## src/rtl/serial_add_ctrl_if.sv

```systemverilog
// Handshake/operand bus for the bit-serial add sequencer.
// The master drives the request and operands, the slave (serial_add_ctrl)
// returns busy/done and the held result. Optional macro: SERIAL_ADD_SUB_EN
// adds the 'sub' request bit.
interface serial_add_ctrl_if #(
    parameter int WIDTH = 8
);
    logic             start;
    logic [WIDTH-1:0] a_in;
    logic [WIDTH-1:0] b_in;
    logic             cin;
`ifdef SERIAL_ADD_SUB_EN
    logic             sub;
`endif
    logic             busy;
    logic             done;
    logic [WIDTH-1:0] sum_out;
    logic             cout;

    modport master (
`ifdef SERIAL_ADD_SUB_EN
        output sub,
`endif
        output start, a_in, b_in, cin,
        input  busy, done, sum_out, cout
    );

    modport slave (
`ifdef SERIAL_ADD_SUB_EN
        input  sub,
`endif
        input  start, a_in, b_in, cin,
        output busy, done, sum_out, cout
    );
endinterface

```

## src/rtl/serial_add_ctrl.sv

```systemverilog
// Bit-serial adder: one full_adder cell processes the operands LSB-first,
// one bit per clock, with the carry held in a flip-flop between bits.
// FSM IDLE -> RUN (WIDTH cycles) -> DONE (one-cycle done pulse) -> IDLE.
// Optional macro: SERIAL_ADD_SUB_EN adds a 'sub' request that computes
// a - b by latching ~b and forcing the initial carry to 1.

// Single-bit full adder cell shared by every bit position.
module full_adder (
    input  logic a,
    input  logic b,
    input  logic c,
    output logic sum,
    output logic carry
);
    assign sum   = a ^ b ^ c;
    assign carry = (a & b) | (c & (a ^ b));
endmodule

module serial_add_ctrl #(
    parameter int WIDTH = 8
) (
    input  logic              clk,
    input  logic              rst,
    serial_add_ctrl_if.slave  bus
);
    // The bit counter needs at least one bit even when WIDTH == 1.
    localparam int CW = (WIDTH > 1) ? $clog2(WIDTH) : 1;

    typedef enum logic [1:0] {
        IDLE = 2'd0,
        RUN  = 2'd1,
        DONE = 2'd2
    } state_t;

    state_t           state;
    state_t           state_next;

    logic [WIDTH-1:0] a_sh;
    logic [WIDTH-1:0] b_sh;
    logic [WIDTH-1:0] s_sh;
    logic [WIDTH-1:0] s_next;
    logic [WIDTH-1:0] sum_q;
    logic             cout_q;
    logic             carry;
    logic [CW-1:0]    cnt;
    logic             last_bit;
    logic             fa_sum;
    logic             fa_carry;
    logic [WIDTH-1:0] b_load;
    logic             carry_load;

    full_adder u_fa (
        .a     (a_sh[0]),
        .b     (b_sh[0]),
        .c     (carry),
        .sum   (fa_sum),
        .carry (fa_carry)
    );

    assign last_bit = (cnt == CW'(WIDTH - 1));

`ifdef SERIAL_ADD_SUB_EN
    // Subtraction is a + ~b + 1: invert B on load and seed the carry with 1.
    assign b_load     = bus.sub ? ~bus.b_in : bus.b_in;
    assign carry_load = bus.sub ? 1'b1 : bus.cin;
`else
    assign b_load     = bus.b_in;
    assign carry_load = bus.cin;
`endif

    // Result register after this bit: shift right, new sum bit enters at the MSB.
    always_comb begin
        s_next            = s_sh >> 1;
        s_next[WIDTH-1]   = fa_sum;
    end

    // State register.
    always_ff @(posedge clk) begin
        // NOTE: sequential state uses non-blocking assignments so every flop
        // samples pre-edge values regardless of block ordering.
        if (rst) state <= IDLE;
        else     state <= state_next;
    end

    // Next-state decode and handshake outputs (busy/done are pure state decodes,
    // so they can never be high together).
    always_comb begin
        // NOTE: every output gets a default first so no path leaves it
        // unassigned and infers a latch.
        state_next = state;
        bus.busy   = 1'b0;
        bus.done   = 1'b0;
        unique case (state)
            IDLE: if (bus.start) state_next = RUN;
            RUN: begin
                bus.busy = 1'b1;
                if (last_bit) state_next = DONE;
            end
            DONE: begin
                bus.done   = 1'b1;
                state_next = IDLE;
            end
            default: state_next = IDLE;
        endcase
    end

    // Operand shift registers, carry flop, bit counter and held result.
    always_ff @(posedge clk) begin
        if (rst) begin
            // NOTE: the shift registers are plain flops, not a memory, so they
            // are cleared with the rest; an aborted operation leaves no residue.
            a_sh   <= '0;
            b_sh   <= '0;
            s_sh   <= '0;
            carry  <= 1'b0;
            cnt    <= '0;
            sum_q  <= '0;
            cout_q <= 1'b0;
        end else begin
            unique case (state)
                IDLE: begin
                    if (bus.start) begin
                        a_sh  <= bus.a_in;
                        b_sh  <= b_load;
                        carry <= carry_load;
                        cnt   <= '0;
                    end
                end
                RUN: begin
                    a_sh  <= a_sh >> 1;
                    b_sh  <= b_sh >> 1;
                    s_sh  <= s_next;
                    carry <= fa_carry;
                    cnt   <= cnt + 1'b1;
                    if (last_bit) begin
                        sum_q  <= s_next;
                        cout_q <= fa_carry;
                    end
                end
                default: ;
            endcase
        end
    end

    assign bus.sum_out = sum_q;
    assign bus.cout    = cout_q;
endmodule
```

## src/flat_wrapper.sv

```systemverilog
// flat-port wrapper written by rule: the top's interface ports become plain ports
module serial_add_ctrl_flat 
#(
    parameter int WIDTH = 8
)
  (clk, rst, bus_start, bus_a_in, bus_b_in, bus_cin, bus_busy, bus_done, bus_sum_out, bus_cout);
  serial_add_ctrl_if #(.WIDTH(WIDTH)) bus_i ();
  input  logic clk;
  input  logic rst;
  input wire logic [$bits(bus_i.start)-1:0] bus_start;
  input wire logic [$bits(bus_i.a_in)-1:0] bus_a_in;
  input wire logic [$bits(bus_i.b_in)-1:0] bus_b_in;
  input wire logic [$bits(bus_i.cin)-1:0] bus_cin;
  output wire logic [$bits(bus_i.busy)-1:0] bus_busy;
  output wire logic [$bits(bus_i.done)-1:0] bus_done;
  output wire logic [$bits(bus_i.sum_out)-1:0] bus_sum_out;
  output wire logic [$bits(bus_i.cout)-1:0] bus_cout;
  assign bus_i.start = bus_start;
  assign bus_i.a_in = bus_a_in;
  assign bus_i.b_in = bus_b_in;
  assign bus_i.cin = bus_cin;
  assign bus_busy = bus_i.busy;
  assign bus_done = bus_i.done;
  assign bus_sum_out = bus_i.sum_out;
  assign bus_cout = bus_i.cout;
  serial_add_ctrl #(.WIDTH(WIDTH)) u_core (.clk(clk), .rst(rst), .bus(bus_i));
endmodule
```

## config.mk

```make
export PLATFORM = sky130hd
export DESIGN_NAME = serial_add_ctrl_flat
export DESIGN_NICKNAME = d
export VERILOG_FILES = /design/src/rtl/serial_add_ctrl_if.sv /design/src/rtl/serial_add_ctrl.sv /design/src/flat_wrapper.sv
export SDC_FILE = /design/constraint.sdc
export NUM_CORES = 1
export LEC_CHECK = 0
export ABC_AREA = 0
export CORE_MARGIN = 2
export CORE_UTILIZATION = 30
export DETAILED_ROUTE_END_ITERATION = 6
export GPL_ROUTABILITY_DRIVEN = 0
export PLACE_DENSITY_LB_ADDON = 0.3
export SKIP_CTS_REPAIR_TIMING = 1
export SLEW_MARGIN = 15
export SYNTH_ARGS = -nofsm -noshare
export SYNTH_HDL_FRONTEND = slang
export SYNTH_SLANG_ARGS = --single-unit
```

## constraint.sdc

```tcl
create_clock -name clk -period 1.4 [get_ports clk]
set_input_delay 0.14 -clock clk [delete_from_list [all_inputs] [get_ports clk]]
set_output_delay 0.14 -clock clk [all_outputs]
set_load 0.02 [all_outputs]
```

; After elaboration in Yosys (flattened, before gate mapping)
; Cells that the tools add are included.
[word_totals]
ff_bits = 39
in_bits = 20
output_inout_bits = 11
word_cells = 37
[op_classes]
addsub = 1
n_eq_ne = 5
n_mux = 13
bitwise = 5
reduce_logical = 5
[op_table]
columns = operator, count
row1 = 8-bit one-hot mux with 2 select lines, 2
row2 = 8-bit 2-to-1 mux, 2
row3 = 3-bit one-hot mux with 2 select lines, 1
row4 = 2-bit AND reduction, 3
row5 = 2-bit 2-to-1 mux, 2
row6 = 2-bit one-hot mux with 2 select lines, 1
row7 = "3-bit by 1-bit adder with 3-bit output, second input constant", 1
row8 = "3-bit == test, second input constant", 1
row9 = 1-bit 2-to-1 mux, 3
row10 = 3-bit 2-to-1 mux, 1
row11 = 1-bit AND, 2
row12 = "2-bit by 1-bit == test with 1-bit output, second input constant", 1
row13 = "2-bit == test, second input constant", 1
row14 = 2-bit logical NOT, 1
row15 = "2-bit by 1-bit inequality test with 1-bit output, second input constant", 1
row16 = "2-bit inequality test, second input constant", 1
row17 = 1-bit one-hot mux with 2 select lines, 1
row18 = 2-bit nonzero test, 1
row19 = 1-bit XOR, 2
row20 = 1-bit bitwise OR, 1

; Logic depth before layout (Yosys ltp)
; Gate-level depths: netlist of run 1.
[logic_depth]
word_depth = 4
mapped_depth = 6
depth_no_buf = 5

; Hierarchy
; Synthesis of run 1 repeated with hierarchy kept, for this count alone.
[hier_totals]
cells_unflattened = 169
area_unflattened_um2 = 1567.8
[by_module_without_submodules]
columns = mod, instances, cells_each, area_each_um2, seq_area_each_um2
row1 = serial_add_ctrl, 1, 168, 1547.7, 760.7
row2 = full_adder, 1, 1, 20.0, 0.0

; Least setup slack after synthesis of run 1
; OpenSTA, ideal clock, no wires.
[synth_path]
path_kind = register to register
startpoint = register u_core.cnt[0]
endpoint = register u_core.cout_q, in the netlist u_core.bus.cout
setup_ps = 144
arrival_time_ps = 1120
required_time_ps = 1256
setup_slack_ps = 136
stages_incl_launch_ff = 7
path_buffers = 1
period_less_slack_ps = 1264
path_cell_list = dfxtp_1 ha_1 ha_1 and3b_1 buf_2 nand2_1 a21oi_1
[synth_between]
elab_chain_len = 2
[synth_rtl]
columns = element, line_no
row1 = "start, declared", serial_add_ctrl.sv:45  ; logic [CW-1:0] cnt;
row2 = "start signal, assigned", serial_add_ctrl.sv:134  ; cnt <= cnt + 1'b1;
row3 = 3-bit == test, serial_add_ctrl.sv:60  ; assign last_bit = (cnt == CW'(WIDTH - 1));
row4 = 2-bit AND reduction (no line), --
row5 = "end signal, assigned", serial_add_ctrl.sv:137  ; cout_q <= fa_carry;
row6 = "end, declared", serial_add_ctrl.sv:43  ; logic cout_q;
; No other way between the ends.
; A chain may end at the register's enable or synchronous reset.

; Final worst setup path of run 1
[layout_path]
startpoint = register u_core.sum_q[3], in the netlist u_core.bus.sum_out[3]
endpoint = output port bus_sum_out[3]
[layout_lines]
columns = element, line_no
row1 = "start, declared", serial_add_ctrl.sv:42  ; logic [WIDTH-1:0] sum_q;
row2 = "start signal, assigned", serial_add_ctrl.sv:136  ; sum_q <= s_next;
row3 = "end, declared", flat_wrapper.sv:16  ; output wire logic [$bits(bus_i.sum_out)-1:0] bus_sum_out;
; No word-level cell between the ends.

==> flow_metrics.env, run 1 <==
export IMPL_fin_nets=224
export IMPL_grt_pass1_vias=1185
export IMPL_hold_path_class="reg -> reg"
export IMPL_root_buffer="clkbuf_8"
export IMPL_netlist_area_sq_um=1600
export IMPL_slew_viol_final=0
export IMPL_peakVddDrop_mv=0.347
export IMPL_dieArea_sq_um=5940
export IMPL_synth_edf_count=0
export IMPL_max_freq_mhz=736
export IMPL_avgSynthCellArea_sq_um=9.66
export IMPL_path_clk_slew_ps=70
export IMPL_path_max_fanout=2
export IMPL_start_kind="flip-flop"
export IMPL_grt_first_pass_wirelength_um=5370
export IMPL_synth_most_common_cell="dfxtp_1"
export IMPL_drt_iter0_drc=85
export IMPL_clock_latency_ps=290
export IMPL_drive_above_1_share_pct=17.4
export IMPL_internal_power_mw=1.62
export IMPL_dp_cells=264
export IMPL_finalSetupViolCount=0
export IMPL_startpoint="u_core.bus.sum_out[3]$_SDFFE_PP0P_"
export IMPL_ys_ff_latch=38
export IMPL_report_power_total_mw=2.16
export IMPL_setup_slack_ps=42.2
export IMPL_cts_buffers=5
export IMPL_drc_errors=0
export IMPL_fin_cells=271
export IMPL_die_h_um=77.1
export IMPL_hold_worst_slack_ps=451
export IMPL_pwr_share_clk_pct=32.0
export IMPL_yosysWarnings=0
export IMPL_synth_top_cell_by_area="dfxtp_1"
export IMPL_cts_max_level=2
export IMPL_cp_slowest_cell="clkdlybuf4s50_1"
export IMPL_synth_cell_types=23
export IMPL_die_w_um=77.1
export IMPL_slew_headroom_pct=81.2
export IMPL_synth_simple_area_share_pct=14.9
export IMPL_wirelength_um=3080
export IMPL_syn_instance_count=166
export IMPL_cts_sinks=38
export IMPL_ant_nets=0
export IMPL_initial_core_util_pct=31.2
export IMPL_synth_yosys_seq_area_share_pct=47.5
export IMPL_synth_xor_area_share_pct=0
export IMPL_tightest_slew_ps=282
export IMPL_cp_end_kind="output port"
export IMPL_synth_compound_area_share_pct=20.5
export IMPL_finalCriticalPeriod_ps=1360
export IMPL_setup_tns_ps=0
export IMPL_path_buf_inv=1
export IMPL_synth_top_family_by_area="compound AO/OA/AOI/OAI gates"
export IMPL_final_hold_viol_count=0
export IMPL_drv_cap=0
export IMPL_track_usage_pct=11.4
export IMPL_cts_path_max_buffers=2
export IMPL_p_sw_share_pct=24.6
export IMPL_grt_max_degree=39
export IMPL_cp_required_ps=1260
export IMPL_overflow=0
export IMPL_rsz0062_at_grt="true"
export IMPL_syn2layout_area_growth_pct=33.9
export IMPL_ioPinCount=31
export IMPL_wl_per_cell_um=11.4
export IMPL_cts_tree="done"
export IMPL_synth_common_cells="38 x dfxtp_1, 32 x nand2_1, 21 x nor2_1"
export IMPL_outcome="complete, no violations"
export IMPL_synth_top_cell_area_share_pct=47.5
export IMPL_comb_power_share_pct=14.0
export IMPL_finalCritPeriodShare_pct=97.0
export IMPL_synth_main_ff_cell="dfxtp_1"
export IMPL_coreArea_sq_um=5140
export IMPL_place_area_sq_um=2030
export IMPL_viasPerCell=4.53
export IMPL_max_stage_delay_ps=600
export IMPL_num_rows=26
export IMPL_synth_fa_ha_area_share_pct=2.81
export IMPL_leakage_nw=0.968
export IMPL_antennaDiodeCount=0
export IMPL_fillers=536
export IMPL_vias=1228
export IMPL_post_dp_hpwl_um=2120
export IMPL_p_sw_mw=0.531
export IMPL_drtPass1Iterations=4
export IMPL_worstReg2RegStart="u_core.state[0]$_SDFFE_PP0P_"
export IMPL_grt_antenna_before_repair=0
export IMPL_synthArstFlopShare_pct=0
export IMPL_pre_cts_ws_ps=22.2
export IMPL_final_area_sq_um=2150
export IMPL_post_route_util_pct=41.7
export IMPL_seqPwrFrac_pct=54.0
export IMPL_synth_net_count=189
export IMPL_finClkSkew_ps=5.20
export IMPL_cp_top_family="buffers and inverters"
export IMPL_muxShareOfSynthArea_pct=9.37
export IMPL_worstPathArrival_ps=1220
export IMPL_hold_start="u_core.bus.sum_out[7]$_SDFFE_PP0P_"
export IMPL_crit_type="reg -> out"
export IMPL_powerDensity_nw_per_um2=1000
export IMPL_synth_area_top_cells="dfxtp_1 47%, a211oi_2 11%, mux2i_1 9.4%"
export IMPL_cp_cell_sequence="clkdlybuf4s50_1"
export IMPL_io_buffers=30
==> power groups by stage <==
| stage | sequential (mW) | clock [mW] | combinational (mW) |
|---|---|---|---|
| finish | 1.16 | 0.691 | 0.302 |
| global route | 1.17 | 0.767 | 0.332 |
| CTS | 1.16 | 0.718 | 0.305 |
| detailed placement | 1.19 | 0 | 0.303 |
| global placement | 1.19 | 0 | 0.300 |
| floorplan | 1.18 | 0 | 0.201 |
==> kinds of logic after synthesis <==
kind of cell	Yosys count
AOI/OAI and AO/OA	39
adders and majority gates	3
buffers and inverters	13
DFF	38
muxes	15
and+or+nand+nor	58
==> flip-flops by register name, indices dropped and copies added (netlist names) <==
| register | cells |
|---|---|
| u_core.bus.sum_out | 8 |
| u_core.b_sh | 8 |
| u_core.state | 2 |
| u_core.carry | 1 |
| u_core.a_sh | 8 |
| u_core.s_sh | 7 |
| u_core.bus.cout | 1 |
| u_core.cnt | 3 |
==> layer usage <==
layer	global-route usage, %	share of wire, %	vias to the layer above	wire length, um
met3	3.41	4.3	5	131
li1	-	-	637	-
met2	18.2	46	22	1400
met1	13.6	48	564	1480
met5	0	0	-	0
met4	6.43	2.1	0	65
==> cell type report <==
cell class                      count  area, sq um  share of cell area (%)
Tap cell                           70         87.6                    4.08
Multi-Input combinational cell    115          772                    36.0
Clock buffer                        5         68.8                    3.21
Inverter                            1         3.75                   0.175
Sequential cell                    38          761                    35.5
Timing Repair Buffer               40          443                    20.6
Clock inverter                      2         10.0                   0.466
==> path summary, 6_finish.rpt <==
| path | endpoint | slack (ps) | depth (start not counted) |
|---|---|---|---|
| max | bus_sum_out[3] | 40 | 1 |
| min | u_core.bus.sum_out[7]$_SDFFE_PP0P_ | 450 | 2 |
| max reg2reg | u_core.carry$_SDFFE_PP0P_ | 100 | 5 |
| min reg2reg | u_core.bus.sum_out[7]$_SDFFE_PP0P_ | 450 | 2 |
==> cells in the final DEF, fill, tap and decap left out, types with 2 or more instances in the layout <==
cell type / synthesis / final
a211oi_2: 14 / 14
buf_12: 0 / 3
a211oi_1: 3 / 3
clkdlybuf4s50_1: 0 / 21
mux2i_1: 15 / 15
a21oi_1: 16 / 16
buf_6: 1 / 2
nor2_1: 21 / 21
clkinv_2: 0 / 2
a22oi_1: 4 / 4
clkbuf_8: 0 / 5
buf_4: 5 / 5
dlymetal6s2s_1: 0 / 9
ha_1: 2 / 2
dfxtp_1: 38 / 38
nand2_1: 32 / 32
Power figures use the tool's default switching activity.
==> inputs of run 2 (changes only) <==
--- a/config.mk
+++ b/config.mk
@@ -11,6 +11,7 @@
 export DETAILED_ROUTE_END_ITERATION = 6
 export GPL_ROUTABILITY_DRIVEN = 0
 export PLACE_DENSITY_LB_ADDON = 0.3
+export REMOVE_ABC_BUFFERS = 1
 export SKIP_CTS_REPAIR_TIMING = 1
 export SLEW_MARGIN = 15
 export SYNTH_ARGS = -nofsm -noshare
==> flow_metrics.env, run 2 (same netlist as run 1, synthesis figures left out) <==
export IMPL_powerDensity_nw_per_um2=1060
export IMPL_worstPathArrival_ps=1210
export IMPL_path_buf_inv=1
export IMPL_final_common_cell="dfxtp_1"
export IMPL_final_area_sq_um=2110
export IMPL_root_buffer="clkbuf_8"
export IMPL_ioPinCount=31
export IMPL_pwr_share_clk_pct=34.4
export IMPL_internal_power_mw=1.69
export IMPL_outcome="complete, no violations"
export IMPL_drtPass1Iterations=4
export IMPL_cts_path_max_buffers=2
export IMPL_cp_top_family="buffers and inverters"
export IMPL_track_usage_pct=11.5
export IMPL_final_cell_mix="36 x dfxtp_1, 32 x nand2_1, 21 x nor2_1, 21 x clkdlybuf4s50_1, 16 x a21oi_1"
export IMPL_ant_nets=0
export IMPL_cts_tree="done"
export IMPL_worstReg2RegStart="u_core.state[0]$_SDFFE_PP0P_"
export IMPL_grt_antenna_before_repair=0
export IMPL_rsz0062_at_grt="false"
export IMPL_max_stage_delay_ps=600
export IMPL_syn2layout_area_growth_pct=31.7
export IMPL_setup_tns_ps=0
export IMPL_crit_type="reg -> out"
export IMPL_wirelength_um=3080
export IMPL_finalSetupViolCount=0
export IMPL_overflow=0
export IMPL_max_freq_mhz=739
export IMPL_grt_pass1_vias=1222
export IMPL_p_sw_share_pct=24.3
export IMPL_cp_end_kind="output port"
export IMPL_drive_above_1_share_pct=17.2
export IMPL_grt_max_degree=39
export IMPL_hold_start="u_core.cnt[0]$_SDFFE_PP0P_"
export IMPL_startpoint="u_core.bus.sum_out[1]$_SDFFE_PP0P_"
export IMPL_clock_latency_ps=290
export IMPL_viasPerCell=4.54
export IMPL_cp_required_ps=1260
export IMPL_cts_sinks=38
export IMPL_finalCritPeriodShare_pct=96.7
export IMPL_initial_core_util_pct=31.2
export IMPL_final_hold_viol_count=0
export IMPL_start_kind="flip-flop"
export IMPL_pre_cts_ws_ps=1.91
export IMPL_leakage_nw=0.923
export IMPL_tightest_slew_ps=239
export IMPL_cts_buffers=5
export IMPL_path_max_fanout=2
export IMPL_post_route_util_pct=41.1
export IMPL_hold_path_class="reg -> reg"
export IMPL_die_w_um=77.1
export IMPL_grt_met2_usage_pct=19.3
export IMPL_die_h_um=77.1
export IMPL_drc_errors=0
export IMPL_num_rows=26
export IMPL_hold_worst_slack_ps=449
export IMPL_slew_headroom_pct=84.0
export IMPL_peakVddDrop_mv=0.332
export IMPL_wl_per_cell_um=11.5
export IMPL_antennaDiodeCount=0
export IMPL_comb_power_share_pct=13.4
export IMPL_drt_iter0_drc=69
export IMPL_place_area_sq_um=1990
export IMPL_grt_first_pass_wirelength_um=5350
export IMPL_vias=1216
export IMPL_cts_max_level=2
export IMPL_cp_cell_sequence="clkdlybuf4s50_1"
export IMPL_finalCriticalPeriod_ps=1350
export IMPL_coreArea_sq_um=5140
export IMPL_use_met3_pct=3.29
export IMPL_finClkSkew_ps=4.54
export IMPL_dieArea_sq_um=5940
export IMPL_setup_slack_ps=46.8
export IMPL_p_sw_mw=0.541
export IMPL_busiest_layer="met2"
export IMPL_drv_cap=0
export IMPL_io_buffers=30
export IMPL_grt_use_met1_pct=12.4
export IMPL_path_clk_slew_ps=70
export IMPL_cp_slowest_cell="clkdlybuf4s50_1"
export IMPL_slew_viol_final=0
export IMPL_fin_nets=220
export IMPL_seqPwrFrac_pct=52.3
export IMPL_post_dp_hpwl_um=2040
## run 2: worst paths after layout
check                                                   end  slack, ps  cells past startpoint
worst max-delay path                         bus_sum_out[1]         50                      1
worst max register to register  u_core.a_sh[0]$_SDFFE_PP0P_        130                      5
worst min-delay path             u_core.cnt[0]$_SDFFE_PP0P_        450                      1
worst min register to register   u_core.cnt[0]$_SDFFE_PP0P_        450                      1
## run 2: power groups by stage
stage               combinational (mW)  clock [mW]  sequential, mW
floorplan                        0.152           0            1.19
CTS                              0.301       0.791            1.16
global placement                 0.296           0            1.19
detailed placement               0.300           0            1.19
global route                     0.329       0.852            1.17
finish                           0.297       0.765            1.16
## run 2: area by class of cell
class / count / area [sq um]
Tap cell: 70 / 87.6
Clock buffer: 7 / 86.3
Timing Repair Buffer: 36 / 400
Clock inverter: 1 / 5.00
Fill cell: 529 / 3030
Sequential cell: 38 / 763
Multi-Input combinational cell: 115 / 764
Inverter: 1 / 3.75
## run 2: metal layers
layer	up-vias	routed length [um]
met1	553	1420
met2	26	1420
met4	0	93
li1	630	-
met3	7	144
met5	-	0
## run 2: stage by stage
stage	instances	power, mW
5_1_grt	268	2.35
3_5_place_dp	260	1.49
4_1_cts	268	2.25
2_1_floorplan	154	1.34
3_3_place_gp	260	1.48
6_report	268	2.23
